## config.mk

```make
export PLATFORM = sky130hd
export DESIGN_NAME = triangle_setup
export DESIGN_NICKNAME = d
export VERILOG_FILES = /design/src/rtl/gpu_pkg.sv /design/src/rtl/recip_div.sv /design/src/rtl/triangle_setup.sv
export SDC_FILE = /design/constraint.sdc
export NUM_CORES = 2
export LEC_CHECK = 0
export BUFFER_PORTS_ARGS = -buffer_cell sky130_fd_sc_hd__clkbuf_2
export CAP_MARGIN = 10
export CORE_ASPECT_RATIO = 1.25
export CORE_MARGIN = 4
export CORE_UTILIZATION = 60
export DETAILED_ROUTE_END_ITERATION = 7
export HOLD_SLACK_MARGIN = 0.03
export PLACE_DENSITY_LB_ADDON = 0.08
export SETUP_SLACK_MARGIN = 0.1
export SYNTH_ARGS = -nofsm -noshare
export SYNTH_HDL_FRONTEND = slang
export SYNTH_SLANG_ARGS = --single-unit
```

## constraint.sdc

```tcl
create_clock -name clk -period 18.81 [get_ports clk]
set_input_delay 0.9405 -clock clk [delete_from_list [all_inputs] [get_ports clk]]
set_output_delay 0.9405 -clock clk [all_outputs]
set_load 0.005 [all_outputs]
```

## src/rtl/gpu_pkg.sv

```systemverilog
// gpu_pkg: shared constants, widths and the setup FSM state type for the
// triangle setup slice (triangle_setup, recip_div).
// No ports.
package gpu_pkg;

  localparam int SCREEN_W       = 320;
  localparam int SCREEN_H       = 240;
  localparam int INV_AREA_SHIFT = 24;

  localparam int X_W    = 9;   // screen x
  localparam int Y_W    = 8;   // screen y
  localparam int Z_W    = 16;
  localparam int COL_W  = 8;
  localparam int AB_W   = 10;  // edge a/b coefficients, signed
  localparam int C_W    = 18;  // edge c coefficients, signed
  localparam int PROD_W = 17;  // unsigned x*y product
  localparam int AREA_W = 19;  // twice the signed area
  localparam int INV_W  = 32;

  localparam logic [X_W-1:0] X_MAX = X_W'(SCREEN_W - 1);
  localparam logic [Y_W-1:0] Y_MAX = Y_W'(SCREEN_H - 1);

  typedef enum logic [2:0] {
    S_IDLE,
    S_EDGE,
    S_SUM,
    S_CHECK,
    S_DIV,
    S_START,
    S_WAIT
  } setup_state_t;

  function automatic logic [X_W-1:0] min3_x(input logic [X_W-1:0] a, b, c);
    logic [X_W-1:0] m;
    m = (a < b) ? a : b;
    return (m < c) ? m : c;
  endfunction

  function automatic logic [X_W-1:0] max3_x(input logic [X_W-1:0] a, b, c);
    logic [X_W-1:0] m;
    m = (a > b) ? a : b;
    return (m > c) ? m : c;
  endfunction

  function automatic logic [Y_W-1:0] min3_y(input logic [Y_W-1:0] a, b, c);
    logic [Y_W-1:0] m;
    m = (a < b) ? a : b;
    return (m < c) ? m : c;
  endfunction

  function automatic logic [Y_W-1:0] max3_y(input logic [Y_W-1:0] a, b, c);
    logic [Y_W-1:0] m;
    m = (a > b) ? a : b;
    return (m > c) ? m : c;
  endfunction

endpackage

```

## src/rtl/recip_div.sv

```systemverilog
// recip_div: restoring divider computing floor(2^INV_AREA_SHIFT / divisor),
// one quotient bit per clock (INV_AREA_SHIFT+1 cycles).
// Ports:
//   clk, rst   clock, synchronous active-high reset
//   start      load divisor and begin (ignored while busy)
//   divisor    19-bit unsigned, must be non-zero
//   done       one-cycle pulse, quotient valid from this cycle on
//   quotient   32-bit result, held until the next start
module recip_div
  import gpu_pkg::*;
(
  input  logic              clk,
  input  logic              rst,
  input  logic              start,
  input  logic [AREA_W-1:0] divisor,
  output logic              done,
  output logic [INV_W-1:0]  quotient
);

  localparam int QW = INV_AREA_SHIFT + 1;

  logic              r_busy;
  logic              r_done;
  logic [4:0]        r_cnt;
  logic [AREA_W-1:0] r_rem;
  logic [AREA_W-1:0] r_dvs;
  logic [QW-1:0]     r_quo;
  logic [QW-1:0]     r_den;

  logic [AREA_W:0]   w_trial;
  logic              w_take;

  // Remainder stays below the divisor, so one extra bit holds the trial.
  assign w_trial = {r_rem, r_den[QW-1]};
  assign w_take  = (w_trial >= {1'b0, r_dvs});

  always_ff @(posedge clk) begin
    if (rst) begin
      r_busy <= 1'b0;
      r_done <= 1'b0;
      r_cnt  <= '0;
      r_rem  <= '0;
      r_dvs  <= '0;
      r_quo  <= '0;
      r_den  <= '0;
    end else begin
      r_done <= 1'b0;
      if (!r_busy) begin
        if (start) begin
          r_busy <= 1'b1;
          r_cnt  <= 5'(INV_AREA_SHIFT);
          r_rem  <= '0;
          r_quo  <= '0;
          r_den  <= QW'(1) << INV_AREA_SHIFT;
          r_dvs  <= divisor;
        end
      end else begin
        r_den <= {r_den[QW-2:0], 1'b0};
        if (w_take) begin
          r_rem <= AREA_W'(w_trial - {1'b0, r_dvs});
          r_quo <= {r_quo[QW-2:0], 1'b1};
        end else begin
          r_rem <= w_trial[AREA_W-1:0];
          r_quo <= {r_quo[QW-2:0], 1'b0};
        end
        if (r_cnt == 5'd0) begin
          r_busy <= 1'b0;
          r_done <= 1'b1;
        end else begin
          r_cnt <= r_cnt - 5'd1;
        end
      end
    end
  end

  assign done     = r_done;
  assign quotient = INV_W'(r_quo);

endmodule

```

## src/rtl/triangle_setup.sv

```systemverilog
// triangle_setup: captures a screen-space triangle, derives edge equation
// coefficients, a clamped bounding box and 2^24/(2*area), then hands the
// result to the rasterizer with a start/done handshake. Degenerate and
// fully off-screen triangles are dropped with a tri_culled pulse.
// Build option: BACKFACE_CULL_EN -- when defined, negative-area (clockwise)
// triangles are culled instead of being winding-normalised.
// Ports:
//   clk, rst                    clock, synchronous active-high reset
//   tri_valid / tri_ready       upstream handshake
//   x1..x3, y1..y3              vertex coordinates (9 / 8 bit unsigned)
//   z1..z3, color               passthrough, output on o_z1..o_z3, o_color
//   a1,b1,a2,b2,a3,b3 / c1..c3  edge coefficients (10 / 18 bit signed)
//   bbxi,bbxf,bbyi,bbyf         bounding box, max side clamped to screen
//   inv_area                    floor(2^24 / |area2|)
//   rasterizer_start/_done      downstream handshake
//   tri_culled                  one-cycle pulse per dropped triangle
//
// state   | meaning
// IDLE    | waiting for a triangle (tri_ready high from 2nd cycle on)
// EDGE    | a/b differences, c-term products, bbox min/max
// SUM     | c coefficients and twice the signed area
// CHECK   | cull decision, winding fix-up, publish outputs
// DIV     | reciprocal of |area2| in progress
// START   | rasterizer_start pulse
// WAIT    | waiting for rasterizer_done (first cycle ignored)
module triangle_setup
  import gpu_pkg::*;
(
  input  logic                   clk,
  input  logic                   rst,
  input  logic                   tri_valid,
  output logic                   tri_ready,
  input  logic [X_W-1:0]         x1,
  input  logic [X_W-1:0]         x2,
  input  logic [X_W-1:0]         x3,
  input  logic [Y_W-1:0]         y1,
  input  logic [Y_W-1:0]         y2,
  input  logic [Y_W-1:0]         y3,
  input  logic [Z_W-1:0]         z1,
  input  logic [Z_W-1:0]         z2,
  input  logic [Z_W-1:0]         z3,
  input  logic [COL_W-1:0]       color,
  output logic [Z_W-1:0]         o_z1,
  output logic [Z_W-1:0]         o_z2,
  output logic [Z_W-1:0]         o_z3,
  output logic [COL_W-1:0]       o_color,
  output logic signed [AB_W-1:0] a1,
  output logic signed [AB_W-1:0] b1,
  output logic signed [AB_W-1:0] a2,
  output logic signed [AB_W-1:0] b2,
  output logic signed [AB_W-1:0] a3,
  output logic signed [AB_W-1:0] b3,
  output logic signed [C_W-1:0]  c1,
  output logic signed [C_W-1:0]  c2,
  output logic signed [C_W-1:0]  c3,
  output logic [X_W-1:0]         bbxi,
  output logic [X_W-1:0]         bbxf,
  output logic [Y_W-1:0]         bbyi,
  output logic [Y_W-1:0]         bbyf,
  output logic [INV_W-1:0]       inv_area,
  output logic                   rasterizer_start,
  input  logic                   rasterizer_done,
  output logic                   tri_culled
);

  setup_state_t r_state;

  // working registers
  logic [X_W-1:0]         r_x1, r_x2, r_x3;
  logic [Y_W-1:0]         r_y1, r_y2, r_y3;
  logic signed [AB_W-1:0] r_a [3];
  logic signed [AB_W-1:0] r_b [3];
  logic signed [C_W-1:0]  r_c [3];
  logic [PROD_W-1:0]      r_p [6];
  logic [X_W-1:0]         r_minx, r_maxx;
  logic [Y_W-1:0]         r_miny, r_maxy;
  logic signed [AREA_W-1:0] r_area2;

  // published registers
  logic                   r_tri_ready, r_start, r_culled, r_wait_first;
  logic signed [AB_W-1:0] r_oa [3];
  logic signed [AB_W-1:0] r_ob [3];
  logic signed [C_W-1:0]  r_oc [3];
  logic [X_W-1:0]         r_bbxi, r_bbxf;
  logic [Y_W-1:0]         r_bbyi, r_bbyf;
  logic [INV_W-1:0]       r_inv;
  logic [Z_W-1:0]         r_z [3];
  logic [COL_W-1:0]       r_color;

  logic signed [C_W-1:0]    w_c [3];
  logic signed [AREA_W-1:0] w_a1e, w_b1e, w_x1e, w_y1e, w_c1e, w_area2;
  logic                     w_neg, w_cull, w_div_start, w_div_done;
  logic [AREA_W-1:0]        w_abs;
  logic [INV_W-1:0]         w_quot;

  always_comb begin
    w_c[0] = $signed({1'b0, r_p[0]}) - $signed({1'b0, r_p[1]});
    w_c[1] = $signed({1'b0, r_p[2]}) - $signed({1'b0, r_p[3]});
    w_c[2] = $signed({1'b0, r_p[4]}) - $signed({1'b0, r_p[5]});
  end

  // Twice the area fits in 19 signed bits, so modular 19-bit arithmetic
  // on the partial products gives the exact result.
  assign w_a1e   = {{(AREA_W-AB_W){r_a[0][AB_W-1]}}, r_a[0]};
  assign w_b1e   = {{(AREA_W-AB_W){r_b[0][AB_W-1]}}, r_b[0]};
  assign w_c1e   = {{(AREA_W-C_W){w_c[0][C_W-1]}}, w_c[0]};
  assign w_x1e   = {{(AREA_W-X_W){1'b0}}, r_x1};
  assign w_y1e   = {{(AREA_W-Y_W){1'b0}}, r_y1};
  assign w_area2 = w_a1e * w_x1e + w_b1e * w_y1e + w_c1e;

  assign w_neg = r_area2[AREA_W-1];
  assign w_abs = w_neg ? -r_area2 : r_area2;

`ifdef BACKFACE_CULL_EN
  assign w_cull = (r_area2 == '0) || w_neg || (r_minx > X_MAX) || (r_miny > Y_MAX);
`else
  assign w_cull = (r_area2 == '0) || (r_minx > X_MAX) || (r_miny > Y_MAX);
`endif

  // Launching the divider straight from CHECK keeps START at capture+29.
  assign w_div_start = (r_state == S_CHECK) && !w_cull;

  recip_div u_recip_div (
    .clk      (clk),
    .rst      (rst),
    .start    (w_div_start),
    .divisor  (w_abs),
    .done     (w_div_done),
    .quotient (w_quot)
  );

  always_ff @(posedge clk) begin
    case (r_state)
      S_IDLE: begin
        if (tri_valid && r_tri_ready) begin
          r_x1 <= x1; r_x2 <= x2; r_x3 <= x3;
          r_y1 <= y1; r_y2 <= y2; r_y3 <= y3;
        end
      end
      S_EDGE: begin
        r_a[0] <= $signed({2'b00, r_y2}) - $signed({2'b00, r_y3});
        r_a[1] <= $signed({2'b00, r_y3}) - $signed({2'b00, r_y1});
        r_a[2] <= $signed({2'b00, r_y1}) - $signed({2'b00, r_y2});
        r_b[0] <= $signed({1'b0, r_x3}) - $signed({1'b0, r_x2});
        r_b[1] <= $signed({1'b0, r_x1}) - $signed({1'b0, r_x3});
        r_b[2] <= $signed({1'b0, r_x2}) - $signed({1'b0, r_x1});
        r_p[0] <= PROD_W'(r_x2) * PROD_W'(r_y3);
        r_p[1] <= PROD_W'(r_x3) * PROD_W'(r_y2);
        r_p[2] <= PROD_W'(r_x3) * PROD_W'(r_y1);
        r_p[3] <= PROD_W'(r_x1) * PROD_W'(r_y3);
        r_p[4] <= PROD_W'(r_x1) * PROD_W'(r_y2);
        r_p[5] <= PROD_W'(r_x2) * PROD_W'(r_y1);
        r_minx <= min3_x(r_x1, r_x2, r_x3);
        r_maxx <= max3_x(r_x1, r_x2, r_x3);
        r_miny <= min3_y(r_y1, r_y2, r_y3);
        r_maxy <= max3_y(r_y1, r_y2, r_y3);
      end
      S_SUM: begin
        for (int i = 0; i < 3; i++) r_c[i] <= w_c[i];
        r_area2 <= w_area2;
      end
      default: ;
    endcase
  end

  always_ff @(posedge clk) begin
    if (rst) begin
      r_state      <= S_IDLE;
      r_tri_ready  <= 1'b1;
      r_start      <= 1'b0;
      r_culled     <= 1'b0;
      r_wait_first <= 1'b0;
      for (int i = 0; i < 3; i++) begin
        r_oa[i] <= '0;
        r_ob[i] <= '0;
        r_oc[i] <= '0;
        r_z[i]  <= '0;
      end
      r_color <= '0;
      r_bbxi  <= '0;
      r_bbxf  <= '0;
      r_bbyi  <= '0;
      r_bbyf  <= '0;
      r_inv   <= '0;
    end else begin
      r_culled <= 1'b0;
      case (r_state)
        S_IDLE: begin
          // tri_ready rises one cycle after re-entering IDLE
          if (tri_valid && r_tri_ready) begin
            r_z[0]      <= z1;
            r_z[1]      <= z2;
            r_z[2]      <= z3;
            r_color     <= color;
            r_tri_ready <= 1'b0;
            r_state     <= S_EDGE;
          end else begin
            r_tri_ready <= 1'b1;
          end
        end
        S_EDGE:  r_state <= S_SUM;
        S_SUM:   r_state <= S_CHECK;
        S_CHECK: begin
          if (w_cull) begin
            r_culled <= 1'b1;
            r_state  <= S_IDLE;
          end else begin
            for (int i = 0; i < 3; i++) begin
              r_oa[i] <= w_neg ? -r_a[i] : r_a[i];
              r_ob[i] <= w_neg ? -r_b[i] : r_b[i];
              r_oc[i] <= w_neg ? -r_c[i] : r_c[i];
            end
            r_bbxi  <= r_minx;
            r_bbyi  <= r_miny;
            r_bbxf  <= (r_maxx > X_MAX) ? X_MAX : r_maxx;
            r_bbyf  <= (r_maxy > Y_MAX) ? Y_MAX : r_maxy;
            r_state <= S_DIV;
          end
        end
        S_DIV: begin
          if (w_div_done) begin
            r_inv   <= w_quot;
            r_start <= 1'b1;
            r_state <= S_START;
          end
        end
        S_START: begin
          r_start      <= 1'b0;
          r_wait_first <= 1'b1;
          r_state      <= S_WAIT;
        end
        S_WAIT: begin
          if (r_wait_first) r_wait_first <= 1'b0;
          else if (rasterizer_done) r_state <= S_IDLE;
        end
        default: r_state <= S_IDLE;
      endcase
    end
  end

  assign tri_ready        = r_tri_ready;
  assign rasterizer_start = r_start;
  assign tri_culled       = r_culled;
  assign a1 = r_oa[0]; assign b1 = r_ob[0]; assign c1 = r_oc[0];
  assign a2 = r_oa[1]; assign b2 = r_ob[1]; assign c2 = r_oc[1];
  assign a3 = r_oa[2]; assign b3 = r_ob[2]; assign c3 = r_oc[2];
  assign bbxi     = r_bbxi;
  assign bbxf     = r_bbxf;
  assign bbyi     = r_bbyi;
  assign bbyf     = r_bbyf;
  assign inv_area = r_inv;
  assign o_z1     = r_z[0];
  assign o_z2     = r_z[1];
  assign o_z3     = r_z[2];
  assign o_color  = r_color;

endmodule

```

# ---- Word level (Yosys, flattened, before mapping)
# Memory sizes are Yosys's and may differ from the RTL's.
# Index checks and enable logic that the tools add are counted.
# Widths: inputs -> output; s select.
dict set report word_totals {
  out_inout_bits 239
  ram_bits 378
  reg_bits 272
  n_memories 8
  elab_cells 199
  input_bits 111
}
dict set report classes {
  muxes 72
  bitwise_logic 15
  reduce_logical 20
  n_eq_ne 11
  addsub 23
  n_lt_le_gt_ge 13
  n_mul 8
}
# name depth word_bits rd rd_ports_with_merged_regs write_ports line_no
set memory_table {}
lappend memory_table {r_p 6 17 6 0 6 triangle_setup.sv:74} ;# logic [PROD_W-1:0] r_p [6];
lappend memory_table {r_c 3 18 3 0 3 triangle_setup.sv:73} ;# logic signed [C_W-1:0] r_c [3];
lappend memory_table {r_oc 3 18 3 0 3 triangle_setup.sv:83} ;# logic signed [C_W-1:0] r_oc [3];
lappend memory_table {r_z 3 16 3 0 3 triangle_setup.sv:87} ;# logic [Z_W-1:0] r_z [3];
lappend memory_table {r_a 3 10 3 0 3 triangle_setup.sv:71} ;# logic signed [AB_W-1:0] r_a [3];
lappend memory_table {r_b 3 10 3 0 3 triangle_setup.sv:72} ;# logic signed [AB_W-1:0] r_b [3];
lappend memory_table {{2 more memories} - - - - - -}
# cell count
set ops {}
lappend ops {{$mux 10} 12}
lappend ops {{$mux 18} 6}
lappend ops {{$mul 9x8->17} 6}
lappend ops {{$mux 25} 4}
lappend ops {{$mux 19} 4}
lappend ops {{$neg 10->10} 6}
lappend ops {{$neg 18->18} 3}
lappend ops {{$sub 17x17->18} 3}
lappend ops {{$mux 16} 3}
lappend ops {{$mux 9} 5}
lappend ops {{$mux 8} 5}
lappend ops {{$sub 9x9->10} 3}
lappend ops {{$sub 8x8->9} 3}
lappend ops {{$mux 1} 22}
lappend ops {{$pmux 3 s7} 1}
lappend ops {{$ge 20x19->1} 1}
lappend ops {{$add 19x18->19} 1}
lappend ops {{$add 19x19->19} 1}
lappend ops {{$logic_not 19->1} 1}
lappend ops {{$mul 10x10->19} 1}
lappend ops {{$mul 10x9->19} 1}
lappend ops {{$neg 19->19} 1}
lappend ops {{$sub 19x19->19} 1}
lappend ops {{$gt 9x9->1} 2}
lappend ops {{other kinds (25)} 66}

# ---- Logic depth before layout (Yosys ltp)
dict set report logic_depth {
  depth_word 8
  mapped_depth 24
  ltp_nobuf 22
}

# ---- Hierarchy
# Synthesis repeated with hierarchy kept, for this count alone.
dict set report hier_totals {
  hier_cells 4966
  area_unflattened_um2 49816.5
}
# module instances area_per_inst_um2 cells_per_inst
set by_module_without_submodules {}
lappend by_module_without_submodules {triangle_setup 1 46054.2 4516}
lappend by_module_without_submodules {recip_div 1 3762.4 450}

# ---- Worst setup path before layout
# Ideal clock, no wire load.
dict set report synth_path {
  path_kind {reg-to-reg}
  startpoint {reg r_state[2]}
  endpoint {mem r_a[0][0], enable pin}
  path_buffers 1
  path_slack_ns 8.971
  t_arrival_ns 9.070
  stages_incl_launch_ff 4
  cell_sequence {dfxtp_1 > clkbuf_1 > nor2b_1 > nor2b_1}
}
# item line_no
set synth_lines {}
lappend synth_lines {{start: declaration} triangle_setup.sv:66} ;# setup_state_t r_state;
lappend synth_lines {{start signal: assignment} triangle_setup.sv:168} ;# r_state <= S_IDLE;
lappend synth_lines {{start signal: assignment} triangle_setup.sv:196} ;# r_state <= S_EDGE;
lappend synth_lines {{start signal: assignment} triangle_setup.sv:201} ;# S_EDGE: r_state <= S_SUM;
lappend synth_lines {{end: declaration} triangle_setup.sv:71}

# ---- Worst setup path after layout
dict set report layout_path {
  startpoint {reg r_y1[4]}
  endpoint {reg r_area2[17], data pin}
}
dict set report layout_via {
  elab_chain_cells 3
}
# item line_no
set layout_rtl {}
lappend layout_rtl {{start: declaration} triangle_setup.sv:70} ;# logic [Y_W-1:0] r_y1, r_y2, r_y3;
lappend layout_rtl {{start signal: assignment} triangle_setup.sv:137} ;# r_y1 <= y1; r_y2 <= y2; r_y3 <= y3;
lappend layout_rtl {{$mul 10x9->19} triangle_setup.sv:109} ;# assign w_area2 = w_a1e * w_x1e + w_b1e * w_y1e + w_c1e;
lappend layout_rtl {{$add 19x19->19} triangle_setup.sv:109}
lappend layout_rtl {{$add 19x18->19} triangle_setup.sv:109}
lappend layout_rtl {{net w_area2[17]} triangle_setup.sv:91} ;# logic signed [AREA_W-1:0] w_a1e, w_b1e, w_x1e, w_y1e, w_c1e, w_area2;
lappend layout_rtl {{end signal: assignment} triangle_setup.sv:160} ;# r_area2 <= w_area2;
lappend layout_rtl {{end: declaration} triangle_setup.sv:77} ;# logic signed [AREA_W-1:0] r_area2;
# The timed path passes the listed nets, and every way through them passes these cells.
# A chain may end at the register's enable or synchronous reset.

==> key figures <==
Clock tree
  • TritonCTS Sinks: ~620
  • Later-pin clock latency in the skew report: about 0.63 ns
  • Hold-fix buffers, CTS: 0
  • Clk root buf: clkbuf_16
  • Num CTS Buffers: 67
  • Clk slew on worst S/H paths: 0.07 ns
  • CTS H-tree depth: 3
  • Max Root-Sink Buffers: 3
  • CTS tree: done
  • Post-cts sizing count: 0
  • Post-CTS Setup Inserts: 0

Setup path
  • Crit path top cell by count: fa_1
  • Worst Path Arrival: between 7 and 8 ns
  • Worst-path fanout max: 17
  • CP startpoint kind: flip-flop
  • Critical Path Sink Type: flip-flop
  • Cells along the critical path: clkinv_1, nor2_1, fa_1, inv_1, fa_1, inv_1, fa_1, fa_1, fa_1, fa_1, inv_1, fa_1, inv_1, ha_1, nor2_1, o211ai_1, a31oi_1, o21ai_1, a21bo_2, a21oi_1, xnor2_1
  • Crit-path max cell delay: between 0.9 and 1 ns
  • Setup CP Type: flip-flop to flip-flop
  • CP Data Required Time: roughly 19 ns
  • Slowest-stage cell, CP: clkinv_1
  • R2R Setup Slk: roughly 11 ns

Finish
  • Final nets: between 6000 and 7000
  • Share of cells above drive strength 1: 0.105
  • Layout overhead on the synthesized area: 10.4%

Yosys
  • Number of synthesized flops with an enable pin: roughly 480
  • Post-synthesis cell count: ~4900
  • Count leader, synth: inv_1
  • Synth top area share: 0.290
  • Synth Area per Inst: 10.0 sq um
  • Post-synth top flop: edfxtp_1
  • Asr flop ratio synth: 0
  • Top cells by area, synth: edfxtp_1, fa_1, ha_1
  • Synth cell types: between 70 and 80
  • Synth area leader: edfxtp_1
  • Synth Register Bits: approximately 620
  • Netlist Area Pre-Place: roughly 50000 sq um
  • Synth top cells by count: inv_1, nand2_1, nor2_1
  • Ys Warns: 0
  • Sequential area share after synthesis: 0.349

Timing
  • Fmax: ~0.13 GHz
  • Final slew viol count: 0
  • Slew margin rel.: 0.262
  • Clock Skew: approximately 0.03 ns
  • Minimum clock period: approximately 7.5 ns
  • RSZ-0062 raised after global routing: false
  • Tcrit/Tclk final: 0.400
  • Final setup TNS: 0 ns
  • Slew @ Worst Pin: approximately 1.1 ns
  • Endpoints failing setup: 0
  • Final hold viol count: 0

Place
  • Port Buffers: about 340
  • GPL Wtd Cong: around 1
  • DPL Wire Length: approximately 110000 um

GRT
  • First-pass GRT wire length: 212000 um
  • Total GRT Usage: 0.316
  • Largest net degree at the start of global routing: 78
  • Initial antenna violation count: 0
  • Vias in the first global route: between 30000 and 40000
  • Gr ovfl total: 0

Floorplan
  • Ports: 350
  • Core Box Area: just over 80000 sq um
  • Die X-Extent: 265 um
  • Core Rows: 117
  • Initial Utilization: 0.607
  • Chip height: about 330 um
  • Die area: 87400 sq um

Detailed routing
  • Initial DRC Count: around 3100
  • 1st-pass router iterations: 6
  • Vias post-DR: 36600
  • Antenna viol nets, final: 0
  • Via/cell ratio: ~5.8
  • Remaining DRCs: 0
  • Post-Route WL: roughly 140000 um
  • Post-DR wirelength/cell: 21.6 um

Run
  • Max-cap violations: 0

Run status
  • Status: finished, final reports clean

Worst hold path
  • HP Class: flip-flop to flip-flop
state kept, by name, summed over array words and instances (netlist names), 27 cells and up:
signal	count
r_ob	30
r_oa	30
r_p	102
r_a	27
r_b	30
r_oc	54
r_c	54
r_z	48
worst paths after layout:
kind / from / endpoint / cells after the start
max: r_y1[4] / r_area2[17] / 21
min: bbyf[0] / bbyf[0] / 2
max reg2reg: r_y1[4] / r_area2[17] / 21
min reg2reg: bbyf[0] / bbyf[0] / 2
critical path: cells and delay by family, from the launching register on:
family                     cells  cell delay, ns
DFF                            1            0.84
AOI/OAI and AO/OA              5            1.02
buffers and inverters          5            1.20
and+or+nand+nor                2            0.50
xor gates and xnor gates       1            0.09
adders and majority gates      8            3.62
cells by family (layout without fill, tap and decap cells):
logic type | Yosys count | in the layout | share of synthesized area
xor gates and xnor gates | 297 | 297 | 0.0524
muxes | 65 | 65 | 0.0137
AOI/OAI and AO/OA | 697 | 697 | 0.0911
DFF | 624 | 624 | 0.349
buffers and inverters | 937 | 1272 | 0.0720
other | 1 | 9 | 0.0000756
and+or+nand+nor | 1416 | 1416 | 0.125
adders and majority gates | 910 | 910 | 0.297
layout make-up:
class | count | area (sq um)
Inverter | 746 | 2800
Clock inverter | 25 | 393
Clock buffer | 96 | 1950
Antenna cell | 2 | 5.00
Multi-Input combinational cell | 3392 | 28800
Tap cell | 1071 | 1340
Timing Repair Buffer | 405 | 2180
Sequential cell | 624 | 17300
Fill cell | 6521 | 26900
metrics by stage:
| step | util | area [sq um] | cells | hold WS, ns | setup slack [ns] |
|---|---|---|---|---|---|
| after floorplan | - | 49600 | 4953 | 0.432 | 8.97 |
| after global placement | 0.642 | 52400 | 6238 | 0.432 | 11.50 |
| after detailed placement | 0.642 | 52400 | 6238 | 0.435 | 11.36 |
| after CTS | 0.670 | 54800 | 6359 | 0.446 | 11.35 |
| after global routing | 0.670 | 54800 | 6359 | 0.457 | 10.98 |
| final | 0.670 | 54800 | 6361 | 0.442 | 11.28 |
per-layer routing:
layer  vias up  global-route usage  wire length (um)
li1      16800                   -                 -
met1     17800               0.403             53000
met2      1593               0.520             64700
met3       402              0.0679             12300
met4         0               0.146              7390
met5         -                   0                 0
cells in the final DEF, fill, tap and decap left out, types with 49 or more instances in the layout:
cell type / Yosys / layout
a21o_1: 67 / 67
a21oi_1: 191 / 191
a22o_1: 49 / 49
and2_1: 115 / 115
buf_4: 8 / 63
clkbuf_16: 0 / 70
clkbuf_2: 0 / 342
dfxtp_1: 145 / 145
edfxtp_1: 479 / 479
fa_1: 445 / 445
ha_1: 465 / 465
inv_1: 727 / 726
nand2_1: 522 / 522
nor2_1: 520 / 518
o21ai_0: 119 / 119
xnor2_1: 158 / 158
xor2_1: 139 / 139
Power is not shown: default switching activity piles up to over one toggle a cycle in this logic, so the estimate is an artifact.
